[src/rtl/priority_dec_pkg.sv]
// priority_dec_pkg
// Shared constants and state encoding for the register-list priority decoder.
// The mask width agrees with the register-list priority encoder, so both
// sides of the load/store-multiple path build and consume 8-bit masks.
//
// Contents:
//   MASK_W  - register-list mask width (fixed at 8)
//   IDX_W   - register index width, log2(MASK_W)
//   CNT_W   - width of the distinct-bit counter (holds 0..8)
//   state_t - decoder FSM state encoding

package priority_dec_pkg;

    localparam int MASK_W = 8;
    localparam int IDX_W  = 3;
    localparam int CNT_W  = 4;

    typedef enum logic [1:0] {
        ST_IDLE    = 2'd0,
        ST_COLLECT = 2'd1,
        ST_PRESENT = 2'd2
    } state_t;

endpackage : priority_dec_pkg

[src/rtl/priority_dec_idx_to_onehot.sv]
// priority_dec_idx_to_onehot
// Purely combinational 3-to-8 decoder: turns a register index into a one-hot
// vector. Kept separate so it can be reused for register-file write enables.
//
// Ports:
//   idx    in  [IDX_W-1:0]  register index
//   onehot out [MASK_W-1:0] one-hot decode, bit idx set

module priority_dec_idx_to_onehot
    import priority_dec_pkg::*;
(
    input  logic [IDX_W-1:0]  idx,
    output logic [MASK_W-1:0] onehot
);

    // Each output bit compares the index against its own position, which keeps
    // the decode free of shifts and trivially width-clean.
    always_comb begin
        onehot = '0;
        for (int i = 0; i < MASK_W; i++) begin
            onehot[i] = (idx == IDX_W'(i));
        end
    end

endmodule : priority_dec_idx_to_onehot

[src/rtl/priority_dec.sv]
// priority_dec
// Rebuilds register-list masks from a stream of register indices. Each
// accepted index is decoded to one-hot and ORed into a mask; the index marked
// in_last closes the burst and the finished mask is offered downstream.
//
// Ports:
//   clk         in   rising-edge clock
//   rst         in   synchronous active-high reset
//   in_valid    in   in_idx / in_last valid
//   in_ready    out  block can accept an index this cycle
//   in_idx      in   [2:0] register index
//   in_last     in   final index of the burst
//   out_valid   out  out_mask / out_count / dup_err valid
//   out_ready   in   downstream consumes the mask
//   out_mask    out  [7:0] accumulated register-list mask
//   out_onehot  out  [7:0] one-hot of the most recently accepted index
//   out_count   out  [3:0] number of distinct bits set in out_mask
//   dup_err     out  an index was repeated within the burst (sticky)
//
// Build option:
//   PRIORITY_DEC_BYPASS_EN - while presenting, accept the first index of the
//   next burst in the same cycle as the output handshake (no idle bubble).

module priority_dec
    import priority_dec_pkg::*;
(
    input  logic              clk,
    input  logic              rst,
    input  logic              in_valid,
    output logic              in_ready,
    input  logic [IDX_W-1:0]  in_idx,
    input  logic              in_last,
    output logic              out_valid,
    input  logic              out_ready,
    output logic [MASK_W-1:0] out_mask,
    output logic [MASK_W-1:0] out_onehot,
    output logic [CNT_W-1:0]  out_count,
    output logic              dup_err
);

    state_t            state_q;
    state_t            state_d;
    logic [MASK_W-1:0] onehot;
    logic              accept;
    logic              hit;
    logic              new_burst;

    priority_dec_idx_to_onehot u_idx_to_onehot (
        .idx    (in_idx),
        .onehot (onehot)
    );

    // Input readiness depends only on the registered state (plus out_ready
    // when bypassing), so there is no combinational path from in_valid.
`ifdef PRIORITY_DEC_BYPASS_EN
    assign in_ready = (state_q != ST_PRESENT) | out_ready;
`else
    assign in_ready = (state_q != ST_PRESENT);
`endif

    assign accept    = in_valid & in_ready;
    assign out_valid = (state_q == ST_PRESENT);

    // A burst is only open while collecting; an accept in any other state
    // (idle, or presenting with bypass) is the first index of a new burst.
    assign new_burst = (state_q != ST_COLLECT);
    assign hit       = |(out_mask & onehot);

    // Next-state logic: a burst opens on the first accept, closes on the
    // accept carrying in_last, and is released by the output handshake.
    always_comb begin
        state_d = state_q;
        case (state_q)
            ST_IDLE: begin
                if (accept) begin
                    state_d = in_last ? ST_PRESENT : ST_COLLECT;
                end
            end
            ST_COLLECT: begin
                if (accept && in_last) begin
                    state_d = ST_PRESENT;
                end
            end
            ST_PRESENT: begin
                if (out_ready) begin
                    if (accept) begin
                        state_d = in_last ? ST_PRESENT : ST_COLLECT;
                    end else begin
                        state_d = ST_IDLE;
                    end
                end
            end
            default: begin
                state_d = ST_IDLE;
            end
        endcase
    end

    // State register; reset abandons any open burst or pending mask.
    always_ff @(posedge clk) begin
        if (rst) begin
            state_q <= ST_IDLE;
        end else begin
            state_q <= state_d;
        end
    end

    // Accumulator and counter. A new burst restarts from the current index
    // alone; within a burst a repeated index raises dup_err and leaves the
    // count alone, which is what keeps the count bounded at 8. Everything
    // holds while no index is accepted, which covers the whole presentation.
    always_ff @(posedge clk) begin
        if (rst) begin
            out_mask   <= '0;
            out_onehot <= '0;
            out_count  <= '0;
            dup_err    <= 1'b0;
        end else if (accept) begin
            out_onehot <= onehot;
            if (new_burst) begin
                out_mask  <= onehot;
                out_count <= CNT_W'(1);
                dup_err   <= 1'b0;
            end else if (hit) begin
                dup_err   <= 1'b1;
            end else begin
                out_mask  <= out_mask | onehot;
                out_count <= out_count + CNT_W'(1);
            end
        end
    end

endmodule : priority_dec

[config.mk]
export PLATFORM = sky130hd
export DESIGN_NAME = priority_dec
export DESIGN_NICKNAME = d
export VERILOG_FILES = /design/src/rtl/priority_dec_pkg.sv /design/src/rtl/priority_dec_idx_to_onehot.sv /design/src/rtl/priority_dec.sv
export SDC_FILE = /design/constraint.sdc
export NUM_CORES = 1
export LEC_CHECK = 0
export ABC_AREA = 1
export CORE_MARGIN = 10
export CORE_UTILIZATION = 38
export CTS_CLUSTER_SIZE = 8
export DETAILED_ROUTE_END_ITERATION = 8
export HOLD_SLACK_MARGIN = 0.05
export PLACE_DENSITY_LB_ADDON = 0.1
export SLEW_MARGIN = 40
export SYNTH_ARGS = -nofsm -noshare
export SYNTH_HDL_FRONTEND = slang
export SYNTH_SLANG_ARGS = --single-unit
[constraint.sdc]
create_clock -name clk -period 2.3 [get_ports clk]
set_input_delay 0.23 -clock clk [delete_from_list [all_inputs] [get_ports clk]]
set_output_delay 0.23 -clock clk [all_outputs]
set_load 0.01 [all_outputs]
==> summary.txt <==
Yosys
  – #FFs+latches synth: 23
  – Largest family of logic cells by synthesized area: simple AND/OR/NAND/NOR gates
  – Syn Area/Cell: 7.000 um^2
  – Simple-gate share of the synthesized area: 31.88%
  – Seq/Total Area, Yosys: 36.54%
  – Synth Area in XOR/XNOR: 1.390%
  – Primary FF master, synth: dfxtp_1
  – Post-synth design cell area: 1260 um^2
  – Yosys top cell area share: 36.54%
  – Synth async-reset ratio: 0%
  – Synth top cells by count: nand2_1, dfxtp_1, nor2_1
  – EDFF count, synth: 0
  – Cells after Synth: 180
  – Largest area contributor in the netlist: dfxtp_1
  – Area share of fa/ha/maj cells after synthesis: 0.9930%
  – Top-count cell post-synth: nand2_1
  – Synth Net Count: 189
  – Area contributors post-synth: dfxtp_1, nand2_1, a21oi_1
  – Netlist cell types: 28
  – Mux cell area share after synthesis: 0%
  – Synth Warn #: 0
  – Compound-Gate Fraction of Synth Area: 15.89%

Critical path
  – Data arrival, critical path: 2.15 ns
  – Kind of critical path: reg2reg
  – Critical path data required time: 2.58 ns
  – CP Capture Type: register
  – Worst Setup Start Kind: register
  – Crit path max fanout: 21

STA
  – Max-slew violations: 0
  – Final Hold Vio Count: 0
  – Setup TNS: 0 ns
  – Final worst path period need: 1.873 ns
  – Unrepaired setup endpoints after global routing: false
  – Fin crit share: 81.44%
  – Relative slew slack: 56.06%
  – Max frequency: 533.8 MHz
  – Number of setup violations in the final report: 0
  – Worst setup margin: 0.4268 ns
  – Pin slew with the least headroom to its limit: 0.6575 ns
  – Worst setup skew after layout: 0.006391 ns

Global route
  – Gr busiest metal: met2
  – Largest net degree at the start of global routing: 22
  – Initial antenna violation count: 0
  – Total GRT Usage: 11.02%
  – Vias in the first global route: 1142
  – First-pass GRT wire length: 5602 um
  – GRT Residual Overflow: 0
  – Met1 Use GR: 14.13%
  – M2 GR Usage: 15.75%
  – M3 GR Usage: 5.184%

Job
  – Max_cap viols: 0

Clock network
  – Post-CTS sizing: 0
  – CTS root buf: clkbuf_4
  – Num CTS Buffers: 3
  – Post-CTS setup buffers: 0
  – TritonCTS clock tree: done
  – Clk buf depth: 2
  – Latest clock arrival within the worst-skew pair: 0.33 ns
  – Hold_buf cts: 0
  – Clk slew on worst S/H paths: 0.15 ns
  – Sink Count: 23
  – H-tree depth: 1

Drt
  – Initial DRC count: 104
  – Wire per inst: 13.09 um
  – Vias/cell: 4.920
  – Detail Route Antenna Nets: 0
  – Routed wire length: 3260 um
  – DR pass1 iterations: 4
  – DR DRC count: 0
  – Via count: 1225

Power and ir drop
  – PwrDens: 643.5 nW/um^2
  – Worst vdd ir: 0.3506 mV
  – Lkg Pwr: 0.6433 nW
  – Power, Total: 1.015 mW

Floorplan
  – Core ar.: 3103 um^2
  – FP Rows: 20
  – Die Wd: 77.58 um
  – Initial Util: 40.60%
  – Die area: 6019 um^2
  – Die Span Y: 77.58 um
  – I/O Pins: 31

Worst hold path
  – Hold Path Class: reg2reg

Cells and area
  – Antenna Diode Count: 0
  – Synth-to-layout area growth: 25.22%
  – Layout cells sized above 1: 9.268%
  – Layout Nets: 215

Status
  – Status: completed

Placement
  – Pre-CTS setup slack: 0.1169 ns
  – PortBufs: 30
  – RD Place Congestion: 0.9659
  – Dpl hpwl: 2385 um
## metal layers
metal	wire, um	part of all wire (%)	vias up
met2	1388	43	45
met4	15	0.46	0
met1	1523	47	540
li1	-	-	638
met5	0	0	-
met3	333	10	2
## registers in the layout, indices dropped and copies added (netlist names)
| signal | count |
|---|---|
| state_q | 2 |
| out_onehot | 8 |
| dup_err | 1 |
| out_mask | 8 |
| out_count | 4 |
## cell families (layout without fill, tap and decap cells)
logic type,Yosys count,after routing
xor gates and xnor gates,2,2
AOI/OAI and AO/OA,37,37
adders and majority gates,1,1
DFF,23,23
and+or+nand+nor,84,84
buffers and inverters,33,58
## worst paths after layout
check,from,endpoint,slack (ns),cells after the start
worst max-delay path,state_q[0]$_SDFFE_PP0P_,out_count[3]$_SDFFE_PP0P_,0.43,8
worst min-delay path,out_onehot[6]$_SDFFE_PP0N_,out_onehot[6]$_SDFFE_PP0N_,0.48,2
worst max register to register,state_q[0]$_SDFFE_PP0P_,out_count[3]$_SDFFE_PP0P_,0.43,8
worst min register to register,out_onehot[6]$_SDFFE_PP0N_,out_onehot[6]$_SDFFE_PP0N_,0.48,2
## per-stage QoR
step                hold slack (ns)  cells  cell area, um^2  util (%)
floorplan                    0.2991    180             1260         -
global placement             0.4654    245             1548     49.88
detailed placement           0.4621    245             1548     49.88
CTS                          0.4841    249             1578     50.85
global route                 0.5186    249             1578     50.85
finish                       0.4839    249             1578     50.85
## where the power goes
part	leakage, nW	internal [mW]	switching [mW]
combinational	0.440	0.146	0.186
clock	0.0139	0.0666	0.141
sequential	0.189	0.441	0.0348
## placed cells by master, fill, tap and decap left out, drive strengths merged, types with 6 or more instances in the layout
| cell type | instances |
|---|---|
| nand4 | 6 |
| a21oi | 19 |
| nor2 | 26 |
| o21ai | 12 |
| inv | 22 |
| nand3 | 19 |
| clkdlybuf4s50 | 30 |
| nand2 | 29 |
| dfxtp | 23 |
## layout make-up
| class | instances | area (um^2) |
|---|---|---|
| clock buffers | 3 | 22.52 |
| fillers | 318 | 1525 |
| clock inverters | 1 | 7.507 |
| inverters | 23 | 92.59 |
| well taps | 44 | 55.05 |
| repair buffers | 31 | 307.8 |
| multi-input cells | 124 | 631.9 |
| flip-flops and latches | 23 | 460.4 |
## worst max-delay path, cell delays in order, from the launching register on
cell	delay [ns]
dfxtp_1	0.43
inv_1	0.09
nor2_2	0.16
inv_1	0.20
nand2_1	0.56
nand2_1	0.15
nand2_1	0.08
nand2_1	0.04
nor2_1	0.09
Power figures use the tool's default switching activity.
